`src/rtl/pwm_ctrl_pkg.sv`:
```
// Shared types and default sizing for the PWM fade controller and its helpers.
package pwm_ctrl_pkg;

  typedef enum logic {
    S_IDLE = 1'b0,
    S_RAMP = 1'b1
  } fade_state_t;

  localparam int DEF_N        = 8;
  localparam int DEF_STEP_DIV = 16;
  localparam int DEF_R        = 8;

endpackage

```
`src/rtl/pwm_fade_ctrl_if.sv`:
```
// Request handshake and PWM-facing outputs of the fade controller.
interface pwm_fade_ctrl_if
  import pwm_ctrl_pkg::*;
#(
  parameter int N = DEF_N,
  parameter int R = DEF_R
);

  logic         ena;
  logic         req_valid;
  logic         req_ready;
  logic [N-1:0] req_target;
  logic [R-1:0] req_rate;
  logic         abort;
  logic         step;
  logic [N-1:0] duty;
  logic         pwm_ena;
  logic         busy;
  logic         done;

  modport master (
    output ena, req_valid, req_target, req_rate, abort,
    input  req_ready, step, duty, pwm_ena, busy, done
  );

  modport slave (
    input  ena, req_valid, req_target, req_rate, abort,
    output req_ready, step, duty, pwm_ena, busy, done
  );

endinterface

```
`src/rtl/step_divider.sv`:
```
// Free-running prescaler producing a one-cycle step pulse every STEP_DIV enabled cycles.
module step_divider #(
  parameter int STEP_DIV = 16
) (
  input  logic clk,
  input  logic rst,
  input  logic ena,
  output logic step
);

  localparam int           W    = $clog2(STEP_DIV);
  localparam logic [W-1:0] LAST = W'(STEP_DIV - 1);

  logic [W-1:0] div_cnt_q;
  logic [W-1:0] div_cnt_d;

  always_comb begin
    div_cnt_d = div_cnt_q;
    if (ena) begin
      if (div_cnt_q == LAST) begin
        div_cnt_d = {W{1'b0}};
      end else begin
        div_cnt_d = div_cnt_q + W'(1);
      end
    end else begin
      div_cnt_d = div_cnt_q;
    end
  end

  always_ff @(posedge clk or negedge rst) begin
    if (!rst) begin
      div_cnt_q <= {W{1'b0}};
    end else begin
      div_cnt_q <= div_cnt_d;
    end
  end

  assign step = ena & (div_cnt_q == LAST);

endmodule

```
`src/rtl/pwm_fade_ctrl.sv`:
```
// Walks the PWM duty one LSB per (rate+1) step pulses toward a requested target.
module pwm_fade_ctrl
  import pwm_ctrl_pkg::*;
#(
  parameter int N        = DEF_N,
  parameter int STEP_DIV = DEF_STEP_DIV,
  parameter int R        = DEF_R
) (
  input logic             clk,
  input logic             rst,
  pwm_fade_ctrl_if.slave  bus
);

  fade_state_t  state_q, state_d;
  logic [N-1:0] duty_q, duty_d;
  logic [N-1:0] target_q, target_d;
  logic [R-1:0] rate_q, rate_d;
  logic [R-1:0] rate_cnt_q, rate_cnt_d;
  logic         done_q, done_d;
  logic         step_s;
  logic [N-1:0] duty_mv_s;

  step_divider #(.STEP_DIV(STEP_DIV)) u_div (
    .clk  (clk),
    .rst  (rst),
    .ena  (bus.ena),
    .step (step_s)
  );

  // Duty only ever moves toward the target, so neither direction can wrap.
  assign duty_mv_s = (duty_q < target_q) ? (duty_q + N'(1)) : (duty_q - N'(1));

  always_comb begin
    state_d    = state_q;
    duty_d     = duty_q;
    target_d   = target_q;
    rate_d     = rate_q;
    rate_cnt_d = rate_cnt_q;
    done_d     = 1'b0;
    case (state_q)
      S_IDLE: begin
        if (bus.ena && bus.req_valid) begin
          target_d   = bus.req_target;
          rate_d     = bus.req_rate;
          rate_cnt_d = {R{1'b0}};
          if (bus.req_target != duty_q) begin
            state_d = S_RAMP;
          end else begin
            done_d = 1'b1;
          end
        end else begin
          state_d = S_IDLE;
        end
      end
      S_RAMP: begin
        if (bus.abort) begin
          state_d = S_IDLE;
        end else if (step_s) begin
          if (rate_cnt_q == rate_q) begin
            rate_cnt_d = {R{1'b0}};
            duty_d     = duty_mv_s;
            if (duty_mv_s == target_q) begin
              state_d = S_IDLE;
              done_d  = 1'b1;
            end else begin
              state_d = S_RAMP;
            end
          end else begin
            rate_cnt_d = rate_cnt_q + R'(1);
          end
        end else begin
          state_d = S_RAMP;
        end
      end
      default: begin
        state_d = S_IDLE;
      end
    endcase
  end

  always_ff @(posedge clk or negedge rst) begin
    if (!rst) begin
      state_q    <= S_IDLE;
      duty_q     <= {N{1'b0}};
      target_q   <= {N{1'b0}};
      rate_q     <= {R{1'b0}};
      rate_cnt_q <= {R{1'b0}};
      done_q     <= 1'b0;
    end else begin
      state_q    <= state_d;
      duty_q     <= duty_d;
      target_q   <= target_d;
      rate_q     <= rate_d;
      rate_cnt_q <= rate_cnt_d;
      done_q     <= done_d;
    end
  end

  assign bus.req_ready = (state_q == S_IDLE) & bus.ena;
  assign bus.step      = step_s;
  assign bus.duty      = duty_q;
  assign bus.pwm_ena   = bus.ena;
  assign bus.busy      = (state_q == S_RAMP);
  assign bus.done      = done_q;

endmodule

```
`src/flat_wrapper.sv`:
```
// flat-port wrapper written by rule: the top's interface ports become plain ports
module pwm_fade_ctrl_flat import pwm_ctrl_pkg::*;
#(
  parameter int N        = DEF_N,
  parameter int STEP_DIV = DEF_STEP_DIV,
  parameter int R        = DEF_R
)
  (clk, rst, bus_ena, bus_req_valid, bus_req_target, bus_req_rate, bus_abort, bus_req_ready, bus_step, bus_duty, bus_pwm_ena, bus_busy, bus_done);
  pwm_fade_ctrl_if #(.N(N), .R(R)) bus_i ();
  input logic clk;
  input logic rst;
  input wire logic [$bits(bus_i.ena)-1:0] bus_ena;
  input wire logic [$bits(bus_i.req_valid)-1:0] bus_req_valid;
  input wire logic [$bits(bus_i.req_target)-1:0] bus_req_target;
  input wire logic [$bits(bus_i.req_rate)-1:0] bus_req_rate;
  input wire logic [$bits(bus_i.abort)-1:0] bus_abort;
  output wire logic [$bits(bus_i.req_ready)-1:0] bus_req_ready;
  output wire logic [$bits(bus_i.step)-1:0] bus_step;
  output wire logic [$bits(bus_i.duty)-1:0] bus_duty;
  output wire logic [$bits(bus_i.pwm_ena)-1:0] bus_pwm_ena;
  output wire logic [$bits(bus_i.busy)-1:0] bus_busy;
  output wire logic [$bits(bus_i.done)-1:0] bus_done;
  assign bus_i.ena = bus_ena;
  assign bus_i.req_valid = bus_req_valid;
  assign bus_i.req_target = bus_req_target;
  assign bus_i.req_rate = bus_req_rate;
  assign bus_i.abort = bus_abort;
  assign bus_req_ready = bus_i.req_ready;
  assign bus_step = bus_i.step;
  assign bus_duty = bus_i.duty;
  assign bus_pwm_ena = bus_i.pwm_ena;
  assign bus_busy = bus_i.busy;
  assign bus_done = bus_i.done;
  pwm_fade_ctrl #(.N(N), .STEP_DIV(STEP_DIV), .R(R)) u_core (.clk(clk), .rst(rst), .bus(bus_i));
endmodule
```
`config.mk`:
```
export PLATFORM = sky130hd
export DESIGN_NAME = pwm_fade_ctrl_flat
export DESIGN_NICKNAME = d
export VERILOG_FILES = /design/src/rtl/pwm_ctrl_pkg.sv /design/src/rtl/pwm_fade_ctrl_if.sv /design/src/rtl/step_divider.sv /design/src/rtl/pwm_fade_ctrl.sv /design/src/flat_wrapper.sv
export SDC_FILE = /design/constraint.sdc
export NUM_CORES = 1
export LEC_CHECK = 0
export ABC_CLOCK_PERIOD_IN_PS = 8900
export CORE_MARGIN = 10
export CORE_UTILIZATION = 60
export DETAILED_ROUTE_END_ITERATION = 10
export PLACE_DENSITY = 0.83
export SYNTH_ARGS = -nofsm -noshare
export SYNTH_HDL_FRONTEND = slang
export SYNTH_SLANG_ARGS = --single-unit
```
`constraint.sdc`:
```
create_clock -name clk -period 8.9 [get_ports clk]
set_input_delay 0.89 -clock clk [delete_from_list [all_inputs] [get_ports clk]]
set_output_delay 0.89 -clock clk [all_outputs]
set_load 0.03 [all_outputs]
```
==> results of run 1 <==
## report_power, final
part | switching, W | internal [W]
Clock | 0.0000612 | 0.0000897
Combinational | 0.0000594 | 0.0000658
Sequential | 0.0000295 | 0.000201
## worst reg2reg max path, stage by stage, from the launching register on
cell	delay (ns)
dfrtp_1	0.47
ha_1	0.31
nor2b_1	0.12
o211ai_1	0.17
a21oi_1	0.11
a211oi_2	0.30
inv_1	0.21
fa_1	0.54
xor2_2	0.20
a311oi_2	0.27
o21ai_2	0.11
a2111oi_4	0.33
nand3_2	0.10
nor4_2	0.33
o22ai_1	0.12
## flip-flops by register name, summed over array words and instances, names as in the netlist
signal and count:
u_core.bus.done 1, u_core.rate_q 8, u_core.rate_cnt_q 8, u_core.target_q 8
u_core.bus.busy 1, u_core.bus.duty 8, u_core.u_div.div_cnt_q 4
## cells in the final DEF (no fill, tap or decap), types with 2 or more instances in the layout
| cell type | netlist | layout |
|---|---|---|
| nor2b_1 | 2 | 2 |
| nor3_1 | 2 | 2 |
| nand2_1 | 18 | 18 |
| a21oi_1 | 5 | 5 |
| inv_1 | 10 | 10 |
| o22ai_1 | 2 | 2 |
| a211oi_2 | 2 | 2 |
| nor4_2 | 3 | 3 |
| nor3b_1 | 2 | 2 |
| mux2_2 | 24 | 24 |
| xor2_1 | 10 | 10 |
| nand3_1 | 5 | 5 |
| o31ai_1 | 2 | 2 |
| nand4_1 | 5 | 5 |
| a21oi_2 | 2 | 2 |
| nor2_1 | 12 | 12 |
| dfrtp_1 | 38 | 38 |
| o211ai_1 | 2 | 2 |
| ha_1 | 16 | 16 |
| o21a_1 | 2 | 2 |
| clkbuf_8 | 0 | 6 |
| xnor2_1 | 21 | 21 |
| o21ai_0 | 16 | 16 |
| clkdlybuf4s50_1 | 0 | 32 |
| and3_1 | 5 | 5 |
| or4_1 | 2 | 2 |
| mux2i_1 | 2 | 2 |
## cell usage after synthesis, types with 2 or more instances
cell type / instances
a211oi_2: 2
xnor2_1: 21
nor2b_1: 2
buf_6: 6
xor2_1: 10
nor4_2: 3
nand2_1: 18
nor3b_1: 2
o31ai_1: 2
ha_1: 16
mux2i_1: 2
mux2_2: 24
and3_1: 5
o22ai_1: 2
nor3_1: 2
nand3_1: 5
a21oi_2: 2
o211ai_1: 2
dfrtp_1: 38
a21oi_1: 5
nor2_1: 12
o21ai_0: 16
inv_1: 10
nand4_1: 5
or4_1: 2
o21a_1: 2
## final cells by class
| cell class | count | share of cell area |
|---|---|---|
| multi-input combinational | 186 | 0.504 |
| sequential | 38 | 0.317 |
| timing repair buffer | 33 | 0.108 |
| clock buffer | 6 | 0.0275 |
| tap | 50 | 0.0208 |
| inverter | 10 | 0.0125 |
| clock inverter | 1 | 0.0100 |
## stage by stage
| step | instance area, um^2 | power [W] | setup slack, ns |
|---|---|---|---|
| after floorplan | 2580 | 0.000322 | 5.23 |
| after global placement | 2890 | 0.000352 | 5.22 |
| after detailed placement | 2890 | 0.000359 | 5.06 |
| after CTS | 3000 | 0.000512 | 5.06 |
| after global routing | 3000 | 0.000535 | 4.80 |
| final | 3000 | 0.000506 | 5.07 |
## cell families (layout without fill, tap and decap cells)
| kind of cell | after synthesis | after routing | synth area share |
|---|---|---|---|
| adder cells (fa/ha/maj) | 17 | 17 | 0.0853 |
| multiplexers | 26 | 26 | 0.112 |
| AND/OR/NAND/NOR | 65 | 65 | 0.139 |
| flip-flops | 38 | 38 | 0.368 |
| AO/OA/AOI/OAI | 45 | 45 | 0.129 |
| XOR/XNOR | 33 | 33 | 0.120 |
| buffers and inverters | 18 | 50 | 0.0451 |
## metal layers
metal | share of wire | vias up
met3 | 0.065 | 6
met4 | 0.012 | 0
li1 | - | 934
met2 | 0.44 | 52
met1 | 0.49 | 922
met5 | 0 | -
## worst max path at each step
stage / start / depth (start not counted) / end / slack, ns
5_1_grt: u_core.bus.duty[1] / 14 / u_core.bus.busy / 4.80
3_5_place_dp: u_core.bus.duty[1] / 14 / u_core.bus.busy / 5.06
3_3_place_gp: u_core.bus.duty[1] / 14 / u_core.bus.busy / 5.22
2_1_floorplan: u_core.bus.duty[1] / 14 / u_core.bus.busy / 5.23
6_report: u_core.bus.duty[1] / 14 / u_core.bus.busy / 5.07
4_1_cts: u_core.bus.duty[1] / 14 / u_core.bus.busy / 5.06
==> impl_metrics.tcl, run 1 <==
set metrics [dict create \
    seq_area_frac_synth 0.368 \
    critPathBufInv 1 \
    syn2layout_area_growth_pct 16.3 \
    whs_ns 0.502 \
    vdd_drop_max_v 0.000116 \
    nFillCells 303 \
    synth_edf_count 0 \
    layout-drive-gt1-share 0.186 \
    crit_path_cell_trace "ha_1 -> nor2b_1 -> o211ai_1 -> a21oi_1 -> a211oi_2 -> inv_1 -> fa_1 -> xor2_2 -> a311oi_2 -> o21ai_2 -> a2111oi_4 -> nand3_2 -> nor4_2 -> o22ai_1" \
    seq_area_um2 951 \
    holdPathStages 1 \
    hold_viol 0 \
    synth_fp_nets 280 \
    grt_overflow 0 \
    cp_max_fo 7 \
    synth_seq_cells 38 \
    synth_cell_types 52 \
    clkSinkCount 38 \
    setup_viol 0 \
    ant_nets 0 \
    start_util 0.632 \
    use_met3 0.0445 \
    h-tree-depth 2 \
    tritoncts "done" \
    nNetsFinal 312 \
    dp.cells 317 \
    max_slew_margin 0.438 \
    slowest_stage "fa_1" \
    grt_max_degree 39 \
    min_period_ns 3.83 \
    worstHoldEndpoint "u_core.u_div.div_cnt_q[3]" \
    io_pins 34 \
    viasPerCell 5.91 \
    syn_area_per_cell_um2 10.7 \
    tightest_slew_ns 0.843 \
    synthTopCellsByArea "dfrtp_1, mux2_2, ha_1" \
    stdcell_count 324 \
    rsz0062_at_grt "false" \
    numCtsBuffers 5 \
    dieArea_mm2 0.00733 \
    hp-start "u_core.u_div.div_cnt_q[3]" \
    setup_tns_ns 0 \
    wl_per_cell_um 16.9 \
    max_stage_delay_ns 0.53 \
    place_congestion 0.888 \
    outcome "finished clean" \
    route.vias.total 1914 \
    routed_wl_um 5490 \
    ys_warn_count 0 \
    reg2reg_depth 14 \
    period_share 0.431 \
    grt_antenna_before_repair 0 \
    post_cts_buffers 0 \
    grtUsageTotal 0.159 \
    cp-end-kind "flop" \
    arrival_ns 3.97 \
    final_util 0.735 \
    grt_pass1_vias 2010 \
    ys.flop_type "dfrtp_1" \
    synth_top_area_cell "dfrtp_1" \
    cts_resized 0 \
    rows 23 \
    grt_pass1_wl_um 9710 \
    die_y_um 85.6 \
    firstDrtPassIters 4 \
    ctsHoldBuffers 0 \
    power_density_mw_per_mm2 169 \
    core-area_mm2 0.00409 \
    grt.busiest_layer "met2" \
    clockRootBuffer "clkbuf_8" \
    use_met2 0.243 \
    fmax_mhz 261 \
    final_max_slew_viol_count 0 \
    met1_usage 0.209 \
    path_clk_slew_ns 0.07 \
    synth_top_area_share 0.368 \
    crit_type "flop to flop" \
    netlist_area_mm2 0.00258 \
    p_leak_nw 1.33 \
    synthCells 242 \
    r2r_end "u_core.bus.busy" \
    hpwl_um 4100 \
    required_ns 9.04 \
    drtIter0Drc 215 \
    multi_input_area_mm2 0.00151 \
    fin_skew_ns 0.00544 \
    path_delay_family "compound AO/OA/AOI/OAI gates" \
    die_w_um 85.6 \
    maxCapViolations 0 \
    port_buffers 33 \
    clock_path_buffers 2 \
    critPathLaunchType "flop" \
    r2r_start "u_core.bus.duty[1]" \
    reg2reg_setup_slack_ns 5.07 \
    antenna_cells 0 \
    clock_latency_ns 0.30 \
    synthArstFlopShare 1.00 \
    drc_errors 0 \
    hold_path.class "flop to flop" \
]
Power figures use the tool's default switching activity.
==> run 2: changes to the inputs <==
--- a/config.mk
+++ b/config.mk
@@ -5,11 +5,11 @@
 export SDC_FILE = /design/constraint.sdc
 export NUM_CORES = 1
 export LEC_CHECK = 0
-export ABC_CLOCK_PERIOD_IN_PS = 8900
+export ABC_CLOCK_PERIOD_IN_PS = 3500
 export CORE_MARGIN = 10
-export CORE_UTILIZATION = 60
+export CORE_UTILIZATION = 50
 export DETAILED_ROUTE_END_ITERATION = 10
-export PLACE_DENSITY = 0.83
+export PLACE_DENSITY = 0.73
 export SYNTH_ARGS = -nofsm -noshare
 export SYNTH_HDL_FRONTEND = slang
 export SYNTH_SLANG_ARGS = --single-unit
==> constraint.sdc (replaced) <==
create_clock -name clk -period 3.5 [get_ports clk]
set_input_delay 0.35 -clock clk [delete_from_list [all_inputs] [get_ports clk]]
set_output_delay 0.35 -clock clk [all_outputs]
set_load 0.03 [all_outputs]
==> run 2 against run 1 <==
Non-clock buffer count increased by 22. Largest cell class unchanged. Worst setup slack got worse by 5.1 ns. Sequential share of layout area down 2.8 points. Via count grew 1.3%.
==> impl_metrics.tcl, run 2 (synthesized netlist as in run 1, its figures left out) <==
set metrics [dict create \
    clock_path_buffers 2 \
    cp-end-kind "flop" \
    seq_area_um2 952 \
    multi_input_area_mm2 0.00163 \
    syn2layout_area_growth_pct 27.7 \
    crit_top_cell "ha_4" \
    routed_wl_um 5800 \
    stdcell_count 367 \
    grt_max_degree 39 \
    layout_common_cells "dfrtp_1, clkdlybuf4s50_1, mux2_2" \
    clkPwrFrac 0.254 \
    max_stage_delay_ns 0.38 \
    grt_overflow 0 \
    p_leak_nw 1.40 \
    port_buffers 33 \
    drtIter0Drc 161 \
    post-place-ws_ns 0.00147 \
    final_max_slew_viol_count 0 \
    reg2reg_depth 16 \
    die_w_um 91.9 \
    drc_errors 0 \
    outcome "finished clean" \
    max_slew_margin 0.444 \
    sw_frac_of_total 0.312 \
    cp_max_fo 7 \
    crit_path_cell_trace "inv_1 -> ha_4 -> nor2b_1 -> o211ai_1 -> a21oi_2 -> a211oi_2 -> inv_2 -> buf_6 -> ha_4 -> buf_4 -> nor3_1 -> nor3b_2 -> o22ai_4 -> xnor3_2 -> nor4_4 -> o22ai_1" \
    combinationalPowerShare 0.287 \
    grt_pass1_wl_um 9390 \
    layout-drive-gt1-share 0.300 \
    clock_latency_ns 0.29 \
    hold_path.class "input pin to asynchronous set/reset pin" \
    antenna_cells 0 \
    reg2reg_setup_slack_ns 0.008 \
    critPathBufInv 4 \
    layout_commonest_cell "dfrtp_1" \
    nFillCells 416 \
    seqPwrFrac 0.460 \
    final_util 0.654 \
    path_clk_slew_ns 0.08 \
    required_ns 3.66 \
    path_delay_family "simple AND/OR/NAND/NOR gates" \
    fmax_mhz 286 \
    viasPerCell 5.28 \
    dieArea_mm2 0.00844 \
    r2r_end "u_core.bus.busy" \
    numCtsBuffers 5 \
    hold_viol 0 \
    grt_antenna_before_repair 0 \
    firstDrtPassIters 4 \
    setup_viol 0 \
    start_util 0.512 \
    grt_pass1_vias 1934 \
    tritoncts "done" \
    h-tree-depth 2 \
    whs_ns 0.160 \
    vdd_drop_max_v 0.000309 \
    fin_ws_ns 0.00775 \
    rows 26 \
    clockRootBuffer "clkbuf_8" \
    clkSinkCount 38 \
    crit_type "flop to flop" \
    critPathLaunchType "flop" \
    core-area_mm2 0.00504 \
    setup_tns_ns 0 \
    slowest_stage "dfrtp_1" \
    hpwl_um 4240 \
    power_switching_w 0.000389 \
    arrival_ns 3.66 \
    fin_skew_ns 0.00965 \
    power_density_mw_per_mm2 378 \
    route.vias.total 1938 \
    nNetsFinal 334 \
    r2r_start "u_core.target_q[1]" \
    min_period_ns 3.49 \
    wl_per_cell_um 15.8 \
    grtUsageTotal 0.135 \
    place_congestion 0.857 \
    maxCapViolations 0 \
    period_share 0.998 \
    ant_nets 0 \
    die_y_um 91.9 \
    internal-power_w 0.000857 \
    tightest_slew_ns 0.835 \
    io_pins 34 \
    dp.cells 353 \
]
run 2: cell count changes in the layout (fill, tap and decap cells not counted), moves of 2 or more:
| cell | before | now |
|---|---|---|
| ha_4 | 0 | 5 |
| nor2_2 | 1 | 3 |
| ha_1 | 16 | 9 |
| nor2_1 | 12 | 10 |
| ha_2 | 0 | 2 |
| buf_4 | 0 | 21 |
run 2: worst max path at each step:
stage,from,end,depth (start not counted)
2_1_floorplan,u_core.bus.duty[1],u_core.bus.busy,14
3_3_place_gp,u_core.bus.duty[1],u_core.bus.busy,14
3_5_place_dp,u_core.bus.duty[1],u_core.bus.busy,14
4_1_cts,u_core.bus.duty[1],u_core.bus.busy,14
5_1_grt,u_core.target_q[1],u_core.bus.busy,16
6_report,u_core.target_q[1],u_core.bus.busy,16
run 2: metal layers:
| metal | track usage | part of all wire |
|---|---|---|
| met5 | 0 | 0 |
| met2 | 0.199 | 0.45 |
| met1 | 0.186 | 0.48 |
| met3 | 0.0416 | 0.054 |
| met4 | 0.0386 | 0.018 |
run 2: metrics by stage:
step / power [W] / instance area [um^2]
floorplan: 0.000818 / 2580
global placement: 0.000917 / 3040
detailed placement: 0.000924 / 3040
CTS: 0.00125 / 3150
global route: 0.00132 / 3300
finish: 0.00125 / 3300
run 2: layout make-up:
class	count	share of cell area
multi-input combinational	186	0.495
sequential	38	0.289
timing repair buffer	55	0.150
tap	70	0.0266
clock buffer	7	0.0262
inverter	10	0.0114
clock inverter	1	0.00152
run 2: power by group through the flow:
stage	Combinational (W)	Clock [W]	Sequential, W
after detailed placement	0.000343	0	0.000581
after global placement	0.000338	0	0.000579
after CTS	0.000350	0.000323	0.000573
after floorplan	0.000244	0	0.000575
after global routing	0.000396	0.000342	0.000584
final	0.000357	0.000316	0.000573
run 2: repair_timing:
item / CTS / global route
pin swaps: 1 / 15
hold buffers: 0 / 0
endpoints found under the setup margin: 2 / 2
resized for setup: 1 / 22
buffers inserted: 2 / 4
